[src/rtl/rr_mux_select_arbiter_pkg.sv]
// Shared types and constants for the round-robin mux-select arbiter.
package rr_mux_select_arbiter_pkg;

  localparam int NUM_CH = 4;
  localparam int SEL_W  = 2;

  // Arbiter FSM states.
  typedef enum logic {
    ST_IDLE  = 1'b0,
    ST_GRANT = 1'b1
  } state_t;

  // Last-granted pointer after reset; channel 0 is searched first.
  localparam logic [SEL_W-1:0] RST_LAST = 2'b11;

  // One-hot decode of a channel index.
  function automatic logic [NUM_CH-1:0] onehot(input logic [SEL_W-1:0] idx);
    logic [NUM_CH-1:0] v;
    v      = 4'b0000;
    v[idx] = 1'b1;
    return v;
  endfunction

endpackage

[src/rtl/rr_mux_select_arbiter_if.sv]
// Request/grant bundle between the requesting sources and the arbiter.
interface rr_mux_select_arbiter_if;
  import rr_mux_select_arbiter_pkg::*;

  logic [NUM_CH-1:0] req;
  logic              done;
  logic [SEL_W-1:0]  sel;
  logic [NUM_CH-1:0] grant;
  logic              busy;
  logic              timeout;

  // Arbiter side.
  modport master (
    input  req,
    input  done,
    output sel,
    output grant,
    output busy,
    output timeout
  );

  // Requester side.
  modport slave (
    output req,
    output done,
    input  sel,
    input  grant,
    input  busy,
    input  timeout
  );

endinterface

[src/rtl/rr_mux_select_arbiter_pick.sv]
// Round-robin pick: first requesting channel after 'last', with wrap-around.
module rr_priority_pick
  import rr_mux_select_arbiter_pkg::*;
(
  input  logic [NUM_CH-1:0] req,
  input  logic [SEL_W-1:0]  last,
  output logic [SEL_W-1:0]  pick,
  output logic              any_req
);

  logic [NUM_CH-1:0] rot_s;
  logic [SEL_W-1:0]  idx_s;

  // Rotate so that bit 0 of rot_s is channel (last+1) mod 4.
  always_comb begin
    rot_s = req;
    case (last)
      2'd0:    rot_s = {req[0], req[3:1]};
      2'd1:    rot_s = {req[1:0], req[3:2]};
      2'd2:    rot_s = {req[2:0], req[3]};
      2'd3:    rot_s = req;
      default: rot_s = req;
    endcase
  end

  // Find-first-set on the rotated vector.
  always_comb begin
    idx_s = 2'd0;
    casez (rot_s)
      4'b???1: idx_s = 2'd0;
      4'b??10: idx_s = 2'd1;
      4'b?100: idx_s = 2'd2;
      4'b1000: idx_s = 2'd3;
      default: idx_s = 2'd0;
    endcase
  end

  // Rotate the found index back into channel numbering (mod 4 by truncation).
  assign pick    = idx_s + last + 2'd1;
  assign any_req = |req;

endmodule

[src/rtl/rr_mux_select_arbiter.sv]
// Round-robin arbiter producing the select and one-hot grant for a 4:1 mux.
// Every grant is followed by at least one idle cycle and is bounded to
// MAX_HOLD cycles; sel is held across idle so the mux input stays stable.
module rr_mux_select_arbiter
  import rr_mux_select_arbiter_pkg::*;
#(
  parameter int MAX_HOLD = 16,
  parameter int CNT_W    = 8
) (
  input  logic                     clk,
  input  logic                     rst,
  rr_mux_select_arbiter_if.master  bus
);

  state_t            state_r, state_nxt_s;
  logic [CNT_W-1:0]  cnt_r, cnt_nxt_s;
  logic [SEL_W-1:0]  last_r, last_nxt_s;
  logic [SEL_W-1:0]  sel_r, sel_nxt_s;
  logic [NUM_CH-1:0] grant_r, grant_nxt_s;
  logic              busy_r, busy_nxt_s;
  logic              timeout_r, timeout_nxt_s;

  logic [SEL_W-1:0]  pick_s;
  logic              any_req_s;
  logic              rel_done_s, rel_wd_s, rel_max_s;

  rr_priority_pick u_pick (
    .req     (bus.req),
    .last    (last_r),
    .pick    (pick_s),
    .any_req (any_req_s)
  );

  assign rel_done_s = bus.done;
  assign rel_wd_s   = ~bus.req[sel_r];
  assign rel_max_s  = (cnt_r == CNT_W'(MAX_HOLD - 1));

  // Next-state and next-output decode.
  always_comb begin
    state_nxt_s   = state_r;
    cnt_nxt_s     = cnt_r;
    last_nxt_s    = last_r;
    sel_nxt_s     = sel_r;
    grant_nxt_s   = grant_r;
    busy_nxt_s    = busy_r;
    timeout_nxt_s = 1'b0;
    case (state_r)
      ST_IDLE: begin
        if (any_req_s) begin
          state_nxt_s = ST_GRANT;
          grant_nxt_s = onehot(pick_s);
          sel_nxt_s   = pick_s;
          last_nxt_s  = pick_s;
          busy_nxt_s  = 1'b1;
          cnt_nxt_s   = '0;
        end else begin
          grant_nxt_s = 4'b0000;
          busy_nxt_s  = 1'b0;
          cnt_nxt_s   = '0;
        end
      end
      ST_GRANT: begin
        if (rel_done_s || rel_wd_s || rel_max_s) begin
          state_nxt_s   = ST_IDLE;
          grant_nxt_s   = 4'b0000;
          busy_nxt_s    = 1'b0;
          cnt_nxt_s     = '0;
          // Forced release is only flagged when nothing else ended the grant.
          timeout_nxt_s = rel_max_s & ~rel_done_s & ~rel_wd_s;
        end else begin
          cnt_nxt_s = cnt_r + {{(CNT_W-1){1'b0}}, 1'b1};
        end
      end
      default: begin
        state_nxt_s = ST_IDLE;
        grant_nxt_s = 4'b0000;
        busy_nxt_s  = 1'b0;
        cnt_nxt_s   = '0;
      end
    endcase
  end

  // FSM state register.
  always_ff @(posedge clk) begin
    if (rst) begin
      state_r <= ST_IDLE;
    end else begin
      state_r <= state_nxt_s;
    end
  end

  // Counter, round-robin pointer and registered outputs.
  always_ff @(posedge clk) begin
    if (rst) begin
      cnt_r     <= '0;
      last_r    <= RST_LAST;
      sel_r     <= 2'b00;
      grant_r   <= 4'b0000;
      busy_r    <= 1'b0;
      timeout_r <= 1'b0;
    end else begin
      cnt_r     <= cnt_nxt_s;
      last_r    <= last_nxt_s;
      sel_r     <= sel_nxt_s;
      grant_r   <= grant_nxt_s;
      busy_r    <= busy_nxt_s;
      timeout_r <= timeout_nxt_s;
    end
  end

  assign bus.sel     = sel_r;
  assign bus.grant   = grant_r;
  assign bus.busy    = busy_r;
  assign bus.timeout = timeout_r;

endmodule

[src/flat_wrapper.sv]
// flat-port wrapper written by rule: the top's interface ports become plain ports
module rr_mux_select_arbiter_flat import rr_mux_select_arbiter_pkg::*;
#(
  parameter int MAX_HOLD = 16,
  parameter int CNT_W    = 8
)
  (clk, rst, bus_req, bus_done, bus_sel, bus_grant, bus_busy, bus_timeout);
  rr_mux_select_arbiter_if bus_i ();
  input  logic clk;
  input  logic rst;
  input wire logic [$bits(bus_i.req)-1:0] bus_req;
  input wire logic [$bits(bus_i.done)-1:0] bus_done;
  output wire logic [$bits(bus_i.sel)-1:0] bus_sel;
  output wire logic [$bits(bus_i.grant)-1:0] bus_grant;
  output wire logic [$bits(bus_i.busy)-1:0] bus_busy;
  output wire logic [$bits(bus_i.timeout)-1:0] bus_timeout;
  assign bus_i.req = bus_req;
  assign bus_i.done = bus_done;
  assign bus_sel = bus_i.sel;
  assign bus_grant = bus_i.grant;
  assign bus_busy = bus_i.busy;
  assign bus_timeout = bus_i.timeout;
  rr_mux_select_arbiter #(.MAX_HOLD(MAX_HOLD), .CNT_W(CNT_W)) u_core (.clk(clk), .rst(rst), .bus(bus_i));
endmodule
[config.mk]
export PLATFORM = sky130hd
export DESIGN_NAME = rr_mux_select_arbiter_flat
export DESIGN_NICKNAME = d
export VERILOG_FILES = /design/src/rtl/rr_mux_select_arbiter_pkg.sv /design/src/rtl/rr_mux_select_arbiter_if.sv /design/src/rtl/rr_mux_select_arbiter_pick.sv /design/src/rtl/rr_mux_select_arbiter.sv /design/src/flat_wrapper.sv
export SDC_FILE = /design/constraint.sdc
export NUM_CORES = 1
export LEC_CHECK = 0
export BUFFER_PORTS_ARGS = -buffer_cell sky130_fd_sc_hd__buf_4
export CORE_MARGIN = 8
export CORE_UTILIZATION = 58
export CTS_CLUSTER_SIZE = 20
export DETAILED_ROUTE_END_ITERATION = 6
export GPL_TIMING_DRIVEN = 0
export PLACE_DENSITY = 0.81
export SYNTH_ARGS = -nofsm -noshare
export SYNTH_HDL_FRONTEND = slang
export SYNTH_SLANG_ARGS = --single-unit
[constraint.sdc]
create_clock -name clk -period 3.1 [get_ports clk]
set_clock_uncertainty 0.15 [all_clocks]
set_input_delay 0.465 -clock clk [delete_from_list [all_inputs] [get_ports clk]]
set_output_delay 0.465 -clock clk [all_outputs]
set_load 0.1 [all_outputs]
==> metrics.md, run 1 <==
| Metric | Value |
|---|---|
| Outcome | `completed` |
| Row cnt | `15` |
| Initial antenna violation count | `0` |
| Worst vdd ir | `0.000615 V` |
| Pin count of the biggest net entering global routing | `12` |
| Final Hold Viols | `0` |
| CP arrival | `2.32 ns` |
| # clock sinks | `19` |
| Synthesized cell area | `993 um^2` |
| Least-Margin Pin Slew | `0.454 ns` |
| Seq/Total Area, Yosys | `38.3%` |
| Fmax | `437 MHz` |
| P per Cell Area | `785 mW/mm^2` |
| Slew margin rel. | `69.7%` |
| Tot GR Track Use | `13.2%` |
| Ant. Diodes | `0` |
| Total setup buffers inserted after CTS | `0` |
| Detailed Place HPWL | `1550 um` |
| Nets | `145` |
| Commonest non-fill, non-tap cell in the layout | `dfxtp_1` |
| Reg2reg start | `u_core.last_r[1]` |
| Pre-CTS WS | `0.665 ns` |
| DRC Markers | `0` |
| Final slew viol count | `0` |
| Static leakage | `0.000450 uW` |
| RSZ-0062 raised after global routing | `false` |
| Internal | `463 uW` |
| Final setup viols | `0` |
| Switching part of the total | `48.2%` |
| Syn Nets | `127` |
| CTS tree | `done` |
| Power, Total | `895 uW` |
| Vias in the first global route | `828` |
| Setup crit start | `u_core.last_r[1]` |
| Final Cycle Share | `73.9%` |
| Hold WC Path Type | `flop to flop` |
| Synth-to-layout area growth | `14.7%` |
| Post-route ant nets | `0` |
| # IOs | `15` |
| PortBufs | `13` |
| GRT overflow | `0` |
| Routability cong. | `0.844` |
| DR vias/cell | `5.93` |
| Synth cell types | `34` |
| Min Tclk post-route | `2.29 ns` |
| Crit Path Class | `flop to flop` |
| First-pass GRT wire length | `3510 um` |
| Crit. End Element | `flop` |
| Final wirelength | `2010 um` |
| Reg clk slew, reported paths | `0.11 ns` |
| Net Switching | `431 uW` |
| Clk_lat worst skew | `0.29 ns` |
| CTS-repair resized insts | `0` |
| Drt wl/cell | `13.2 um` |
| Area of the core | `0.00167 mm^2` |
| Via count | `901` |
| Reg2reg setup slack | `0.81 ns` |
| Comb pwr share | `51.8%` |
| Die footprint | `0.00329 mm^2` |
| H-tree depth | `1` |
| Clk buf depth | `2` |
| Num CTS Buffers | `3` |
| Reg-to-Reg End | `u_core.bus.grant[0]` |
| Layout cell share with drive strength beyond 1 | `18.5%` |
| Pre-Repair DR Iteration Count | `4` |
| Fillers | `133` |
| Clk pwr share | `13.6%` |
| Drt first-iter violations | `19` |
| Min-Delay Path Depth | `1` |
| Max-capacitance violation count | `0` |
| Startpoint class of the critical path | `flop` |
| Yosys reg bits | `19` |
| Setup tns final | `0 ns` |
| Synth Warn # | `0` |
| WHS Endpoint | `u_core.cnt_r[0]` |
| Initial Util | `59.5%` |
| Hold path start | `u_core.cnt_r[0]` |
| Clock root buffer | `clkbuf_4` |
| Most frequent cells in the layout | `dfxtp_1, nor2_1, buf_4` |
| Die X | `57.4 um` |
| Sequential Power Share | `34.7%` |
| Die H | `57.4 um` |
| Syn Inst Count | `118` |
| Fin worst setup slack | `0.809 ns` |
| Worst EP required | `3.13 ns` |
| Cells on worst reg2reg path | `8` |
| CTS Hold Buffers Added | `0` |
| Crit-path max FO | `10` |
| Mean area per synthesized cell | `8.42 um^2` |
==> synthesized netlist by cell type (all sizes together) <==
| cell type | instances | share of area, % |
|---|---|---|
| dfxtp | 19 | 38 |
| nor2 | 17 | 6.4 |
| o21ai | 12 | 6.0 |
| nand2 | 9 | 3.4 |
| xnor2 | 6 | 5.3 |
| nand3 | 5 | 2.5 |
| a21oi | 4 | 2.0 |
| nand2b | 4 | 2.5 |
| nor4 | 4 | 2.5 |
| and3 | 3 | 1.9 |
| buf | 3 | 1.5 |
| or3 | 3 | 2.4 |
| xor2 | 3 | 2.6 |
| a21o | 2 | 1.5 |
| and2 | 2 | 1.3 |
| clkbuf | 2 | 0.76 |
| ha | 2 | 2.5 |
| nor2b | 2 | 1.3 |
| nor3 | 2 | 1.0 |
| nor4b | 2 | 1.8 |
| a2111oi | 1 | 1.5 |
| a22oi | 1 | 0.76 |
| a31oi | 1 | 0.63 |
| and2b | 1 | 0.76 |
| inv | 1 | 0.38 |
| mux4 | 1 | 2.3 |
| nand3b | 1 | 0.76 |
| o2111ai | 1 | 0.88 |
| o22ai | 1 | 0.63 |
| o31ai | 1 | 2.1 |
| o32ai | 1 | 0.88 |
| or2 | 1 | 0.88 |
==> power groups by stage <==
stage               Clock (uW)  Sequential (uW)  Combinational, uW
floorplan                    0              493                192
global placement             0              313                457
detailed placement           0              315                462
CTS                        125              309                463
global route               138              314                494
finish                     122              310                463
==> registers in the layout, summed over array words and instances, names as in the netlist <==
signal and count:
u_core.bus.busy 1, u_core.bus.grant 4, u_core.bus.sel 2, u_core.bus.timeout 1, u_core.cnt_r 8, u_core.last_r 2
u_core.state_r 1
==> critical path: stages, from the launching register on <==
cell and delay [ns]:
dfxtp_1 0.43, clkbuf_1 0.40, o21ai_1 0.13, a21oi_1 0.17, ha_1 0.17, buf_2 0.18
xor2_1 0.26, xnor2_1 0.19, o21ai_1 0.10
==> logic make-up after synthesis <==
kind of cell	Yosys count	share of synthesized area (%)
AND/OR/NAND/NOR	56	29.3
AO/OA/AOI/OAI	25	17.0
flip-flops	19	38.3
XOR/XNOR	9	7.93
buffers and inverters	6	2.64
adder cells (fa/ha/maj)	2	2.52
multiplexers	1	2.27
==> worst max-delay path by stage <==
stage	to	depth (start not counted)
final	u_core.bus.grant[0]	8
after global routing	u_core.last_r[1]	8
after CTS	u_core.bus.grant[0]	8
after detailed placement	u_core.bus.grant[0]	11
after global placement	u_core.bus.grant[0]	11
after floorplan	u_core.bus.busy	4
==> per-layer routing <==
metal | vias up | global-route usage [%] | part of all wire, %
met3 | 2 | 2.91 | 4.7
li1 | 456 | - | -
met5 | - | 0 | 0
met4 | 0 | 6.43 | 0.60
met2 | 18 | 22.0 | 49
met1 | 425 | 15.3 | 46
==> area by class of cell <==
type | count | area, um^2 | area share (%)
Tap cell | 17 | 21.3 | 1.87
Clock buffer | 3 | 22.5 | 1.98
Multi-Input combinational cell | 93 | 587 | 51.5
Inverter | 1 | 3.75 | 0.329
Clock inverter | 1 | 5.00 | 0.439
Buffer | 5 | 22.5 | 1.98
Sequential cell | 19 | 380 | 33.4
Timing Repair Buffer | 13 | 97.6 | 8.56
==> through the flow <==
step	cells	utilization, %	cell area (um^2)	hold slack (ns)
after floorplan	118	-	993	0.263
final	152	68.2	1140	0.298
after detailed placement	148	66.6	1110	0.283
after CTS	152	68.2	1140	0.301
after global placement	148	66.6	1110	0.276
after global routing	152	68.2	1140	0.328
No activity file was read; power rests on OpenSTA's default activity.
==> run 2, diff against run 1 <==
- ABC_AREA: unset -> 1
- CORE_UTILIZATION: 58 -> 54
- PLACE_DENSITY: 0.81 -> 0.76
- clock period: 3.1 -> 2.24 ns (I/O delays scaled with it)
==> run 2 against run 1 <==
Against the previous run: synthesized cell count increased by 17%; die area increased by 5.0%; critical endpoint is now u_core.bus.grant[1]; critical path depth increased by 7.
==> metrics.md, run 2 <==
| Metric | Value |
|---|---|
| Final Cycle Share | `88.4% (+15 points)` |
| Pin count of the biggest net entering global routing | `12 (unchanged)` |
| Reg clk slew, reported paths | `0.10 ns (about the same)` |
| Final setup viols | `0 (unchanged)` |
| Die footprint | `0.00346 mm^2 (+5.0%)` |
| CP arrival | `2.03 ns (-0.29 ns)` |
| Initial antenna violation count | `0 (unchanged)` |
| Synth Flop Type | `dfxtp_1` |
| Initial Util | `57.3% (-2.2 points)` |
| Final slew viol count | `0 (unchanged)` |
| CTS-repair resized insts | `0 (unchanged)` |
| DRC Markers | `0 (unchanged)` |
| RSZ-0062 raised after global routing | `false` |
| Max-capacitance violation count | `0 (unchanged)` |
| Mean area per synthesized cell | `7.17 um^2 (-15%)` |
| Max FFs per register | `8 (unchanged)` |
| Crit Path Class | `flop to flop` |
| Yosys top cell area share | `38.4% (+0.15 points)` |
| Row cnt | `15 (unchanged)` |
| Cells on worst reg2reg path | `15 (+7)` |
| Via count | `902 (+0.11%)` |
| Reg-to-Reg End | `u_core.bus.grant[1]` |
| Area of the core | `0.00173 mm^2 (+3.4%)` |
| Synth Warn # | `0 (unchanged)` |
| Fillers | `164 (+23%)` |
| Yosys reg bits | `19 (unchanged)` |
| Syn Inst Count | `138 (+17%)` |
| Syn Nets | `147 (+16%)` |
| Setup crit start | `u_core.last_r[0]` |
| # IOs | `15 (unchanged)` |
| Layout cell share with drive strength beyond 1 | `23.7% (+5.2 points)` |
| Clk buf depth | `2 (unchanged)` |
| Detailed Place HPWL | `1470 um (-5.5%)` |
| Vias in the first global route | `814 (-1.7%)` |
| Tot GR Track Use | `12.2% (-0.96 points)` |
| Post-synth EDFFs | `0 (unchanged)` |
| Reg2reg setup slack | `0.26 ns (-0.55 ns)` |
| Die H | `58.8 um (+2.5%)` |
| Area of placed instances | `0.00113 mm^2 (+1.2%)` |
| Fmax | `505 MHz (+16%)` |
| Design Area, Final | `0.00116 mm^2 (+2.0%)` |
| PortBufs | `14 (+1)` |
| Hold path start | `rst` |
| Drt first-iter violations | `28 (+9)` |
| Static leakage | `0.000541 uW (+20%)` |
| Synth-to-layout area growth | `17.4%` |
| Yosys top cell by area | `dfxtp_1` |
| Startpoint class of the critical path | `flop` |
| CTS Hold Buffers Added | `0 (unchanged)` |
| Final Hold Viols | `0 (unchanged)` |
| Nets | `166 (+14%)` |
| H-tree depth | `1 (unchanged)` |
| P per Cell Area | `1350 mW/mm^2 (+73%)` |
| Outcome | `completed` |
| Least-Margin Pin Slew | `0.280 ns (-0.174 ns)` |
| Synth cell types | `28 (-18%)` |
| Pre-Repair DR Iteration Count | `4 (unchanged)` |
| Cell Count, Final, Fillers Out | `181 (+19%)` |
| Slew margin rel. | `81.5% (+12 points)` |
| Setup tns final | `0 ns (unchanged)` |
| Die X | `58.8 um (+2.5%)` |
| Final wirelength | `1870 um (-7.0%)` |
| Most frequent cells in the layout | `nand2_1, dfxtp_1, nand3_1` |
| Worst EP required | `2.29 ns (-0.84 ns)` |
| # clock sinks | `19 (unchanged)` |
| Min-Delay Path Depth | `2 (+1)` |
| Crit-path max FO | `10 (unchanged)` |
| WHS Endpoint | `u_core.bus.sel[1]` |
| Post-route ant nets | `0 (unchanged)` |
| Num CTS Buffers | `3 (unchanged)` |
| Clk_lat worst skew | `0.29 ns (about the same)` |
| Ranking of synthesized cells by area | `dfxtp_1, nand2_1, nand3_1, nor2_1, inv_1` |
| Synthesized cell area | `990 um^2 (-0.38%)` |
| Worst vdd ir | `0.00105 V (+71%)` |
| Clock root buffer | `clkbuf_4` |
| Min Tclk post-route | `1.98 ns (-0.310 ns)` |
| Drt wl/cell | `10.3 um (-22%)` |
| Routability cong. | `0.924 (+9.5%)` |
| Ant. Diodes | `0 (unchanged)` |
| Synth top cells by count | `nand2_1, dfxtp_1, nand3_1` |
| Total setup buffers inserted after CTS | `0 (unchanged)` |
| Hold WC Path Type | `input port to flop` |
| Asr flop ratio synth | `0% (unchanged)` |
| CTS tree | `done` |
| Seq/Total Area, Yosys | `38.4% (+0.15 points)` |
| DR vias/cell | `4.98 (-16%)` |
| Top reg by flops | `u_core.cnt_r` |
| Dpl cells | `177 (+20%)` |
| Most frequent cell after synthesis | `nand2_1` |
| GRT overflow | `0 (unchanged)` |
| Crit. End Element | `flop` |
| Commonest non-fill, non-tap cell in the layout | `nand2_1` |
| First-pass GRT wire length | `3470 um (-1.2%)` |
| Reg2reg start | `u_core.last_r[0]` |
==> run 2: per-layer routing <==
metal / GRT usage [%] / vias up / wire, um
met5: 0 / - / 0
met4: 4.10 / 0 / 12
met3: 3.26 / 2 / 141
met2: 17.6 / 33 / 789
met1: 16.8 / 390 / 922
li1: - / 477 / -
==> run 2: stage by stage <==
stage / setup WS [ns] / power, uW / hold slack [ns] / util [%]
global placement: 0.173 / 1380 / 0.280 / 65.2
global route: 0.0693 / 1700 / 0.0566 / 67.3
detailed placement: 0.137 / 1390 / 0.289 / 65.2
CTS: 0.150 / 1570 / 0.0642 / 66.8
finish: 0.259 / 1570 / 0.0748 / 67.3
floorplan: 0.217 / 1230 / 0.248 / -
==> run 2: cells by family after synthesis <==
family / synth area share, %
flops: 38.4
fa+ha+maj: 2.53
compound gates: 9.23
xor+xnor: 3.54
buf+inv: 8.98
simple gates: 37.3
==> run 2: final cells by class <==
class                      count  area [um^2]  area share, %
sequential                    19          382           32.8
clock buffer                   3         22.5           1.94
clock inverter                 1         5.00          0.431
buffer                         2         22.5           1.94
tap                           25         31.3           2.69
inverter                      17         66.3           5.71
timing repair buffer          14          105           9.04
multi-input combinational    100          528           45.4
==> run 2: power by group <==
part | total (uW) | leakage (uW) | switching [uW] | internal (uW)
sequential | 448 | 0.000155 | 46.6 | 402
clock | 168 | 0.0000177 | 102 | 66.4
combinational | 958 | 0.000369 | 670 | 288
==> run 2: how the worst max path moves through the flow <==
stage | endpoint | slack (ns) | cells past startpoint
after detailed placement | u_core.bus.grant[1] | 0.14 | 14
after global placement | u_core.bus.grant[0] | 0.17 | 14
after floorplan | u_core.bus.grant[0] | 0.22 | 6
final | u_core.bus.grant[1] | 0.26 | 15
after CTS | u_core.bus.grant[1] | 0.15 | 13
after global routing | u_core.bus.grant[1] | 0.07 | 15
==> run 2: worst max-delay path, cell delays in order, from the launching register on <==
cell and delay [ns]:
dfxtp_1 0.34, buf_6 0.14, inv_4 0.06, nand3_1 0.07, nand2_1 0.06, o21ai_2 0.14, o21ai_0 0.10, nand2_1 0.06
nand2_1 0.05, ha_1 0.20, xnor2_2 0.17, inv_1 0.10, nand2_4 0.09, nand2_1 0.06, nand2_1 0.06, nand2_1 0.04
==> run 3, diff against run 2 <==
- GPL_TIMING_DRIVEN: 0 -> 1
- clock period: 2.24 -> 2.2 ns (I/O delays scaled with it)
==> run 3 against run 2 <==
Against the previous run: cell count decreased by 1.1%; sequential power up 15%; global-route usage is 0.67 points higher.
==> metrics.md, run 3 (synthesis results as in run 2) <==
| Metric | Value |
|---|---|
| Clk buf depth | `2 (unchanged)` |
| Synth-to-layout area growth | `16.1%` |
| Final wirelength | `1950 um (+4.8%)` |
| Power, Total | `1590 uW (+0.78%)` |
| Pre-CTS WS | `0.00421 ns (-0.133 ns)` |
| Die X | `58.8 um (unchanged)` |
| Via count | `893 (-1.0%)` |
| Cells on worst reg2reg path | `14 (-1)` |
| Outcome | `completed` |
| Max FFs per register | `8 (unchanged)` |
| Vias in the first global route | `841 (+3.3%)` |
| GRT overflow | `0 (unchanged)` |
| First-pass GRT wire length | `3510 um (+1.2%)` |
| P per Cell Area | `1380 mW/mm^2 (+2.0%)` |
| Cell Chain, Critical Path | `inv_4 -> nand3_1 -> nand2_1 -> o21ai_2 -> o21ai_0 -> nand2_1 -> nand2_1 -> ha_1 -> xnor2_2 -> inv_1 -> nand2_4 -> nand2_1 -> nand2_1 -> nand2_1` |
| Crit-path max FO | `10 (unchanged)` |
| Worst vdd ir | `0.00106 V (+0.49%)` |
| Hold path start | `rst` |
| Ant. Diodes | `0 (unchanged)` |
| Most frequent cells in the layout | `nand2_1, dfxtp_1, nand3_1` |
| Commonest non-fill, non-tap cell in the layout | `nand2_1` |
| Tot GR Track Use | `12.9% (+0.67 points)` |
| Critical Path Max Stage Delay | `0.43 ns (+0.09 ns)` |
| Area of the core | `0.00173 mm^2 (unchanged)` |
| Fmax | `506 MHz (+0.28%)` |
| Setup tns final | `0 ns (unchanged)` |
| Reg2reg start | `u_core.last_r[0]` |
| Static leakage | `0.000530 uW (-2.2%)` |
| Min-Delay Path Depth | `2 (unchanged)` |
| Die H | `58.8 um (unchanged)` |
| Layout cell share with drive strength beyond 1 | `24.0% (+0.31 points)` |
| Final setup viols | `0 (unchanged)` |
| Final Hold Viols | `0 (unchanged)` |
| Clk_lat worst skew | `0.30 ns (about the same)` |
| Hold WC Path Type | `input port to flop` |
| CTS tree | `done` |
| Initial Util | `57.3% (unchanged)` |
| Initial antenna violation count | `0 (unchanged)` |
| Final Cycle Share | `89.8% (+1.4 points)` |
| Startpoint class of the critical path | `flop` |
| Setup crit start | `u_core.last_r[0]` |
| Slowest CP cell | `dfxtp_4` |
| Num CTS Buffers | `3 (unchanged)` |
| Most frequent cell on the critical path | `nand2_1` |
| Row cnt | `15 (unchanged)` |
| Slew margin rel. | `81.3% (-0.24 points)` |
| Clock root buffer | `clkbuf_4` |
| Top reg by flops | `u_core.cnt_r` |
| Max-capacitance violation count | `0 (unchanged)` |
| DRC Markers | `0 (unchanged)` |
| Die footprint | `0.00346 mm^2 (unchanged)` |
| Detailed Place HPWL | `1520 um (+3.6%)` |
| Worst EP required | `2.25 ns (-0.04 ns)` |
| Reg clk slew, reported paths | `0.10 ns (about the same)` |
| Drt wl/cell | `10.9 um (+5.9%)` |
| Least-Margin Pin Slew | `0.284 ns (+0.00366 ns)` |
| Final slew viol count | `0 (unchanged)` |
| RSZ-0062 raised after global routing | `false` |
| PortBufs | `14 (unchanged)` |
| DR vias/cell | `4.99 (+0.11%)` |
| Min Tclk post-route | `1.98 ns (-0.00551 ns)` |
| Crit Path Class | `flop to flop` |
| Fin worst setup slack | `0.225 ns (-0.0345 ns)` |
| Drt first-iter violations | `8 (-71%)` |
| Post-route ant nets | `0 (unchanged)` |
| # IOs | `15 (unchanged)` |
| # clock sinks | `19 (unchanged)` |
| CP arrival | `2.03 ns (about the same)` |
| CTS Hold Buffers Added | `0 (unchanged)` |
| Final hold slack | `0.0634 ns (-0.0114 ns)` |
| Pin count of the biggest net entering global routing | `16 (+4)` |
| Pre-Repair DR Iteration Count | `4 (unchanged)` |
| Nets | `164 (-1.2%)` |
| Routability cong. | `0.903 (-2.2%)` |
| Layout Utilization | `66.5% (-0.80 points)` |
| Crit. End Element | `flop` |
| H-tree depth | `1 (unchanged)` |
## run 3: report_power, final
group          switching, uW  internal (uW)
Combinational            633            263
Sequential              96.6            419
Clock                    108           67.8
## run 3: final cells by class
type	count	area, um^2
Tap cell	25	31.3
Sequential cell	19	388
Clock inverter	1	5.00
Fill cell	168	578
Inverter	17	66.3
Timing Repair Buffer	14	105
Multi-Input combinational cell	100	531
Clock buffer	3	22.5
## run 3: per-stage QoR
step | cell area (um^2) | std cells
global placement | 1100 | 175
finish | 1150 | 179
detailed placement | 1100 | 175
CTS | 1130 | 179
floorplan | 990 | 138
global route | 1150 | 179
## run 3: final timing paths
kind,end,slack [ns]
setup / recovery,u_core.bus.grant[1],0.22
hold / removal,u_core.bus.sel[1],0.06
setup reg to reg,u_core.bus.grant[1],0.22
hold reg to reg,u_core.cnt_r[0],0.31
## run 3: critical path, delay by kind of cell (launching register included)
kind | cells | cell delay (ns)
and+or+nand+nor | 8 | 0.52
AOI/OAI and AO/OA | 2 | 0.25
DFF | 1 | 0.43
xor gates and xnor gates | 1 | 0.18
adders and majority gates | 1 | 0.20
buffers and inverters | 2 | 0.16
## run 3: repair_timing
action                                  CTS  global route
buffers inserted                          0             0
gates cloned                              0             0
resized for setup                         2             4
endpoints found under the setup margin    2             3
## run 3: per-layer routing
layer | up-vias | global-route usage, % | part of all wire (%)
li1 | 475 | - | -
met3 | 4 | 3.91 | 5.7
met2 | 22 | 19.6 | 45
met1 | 392 | 15.0 | 46
met5 | - | 0 | 0
met4 | 0 | 8.87 | 2.5
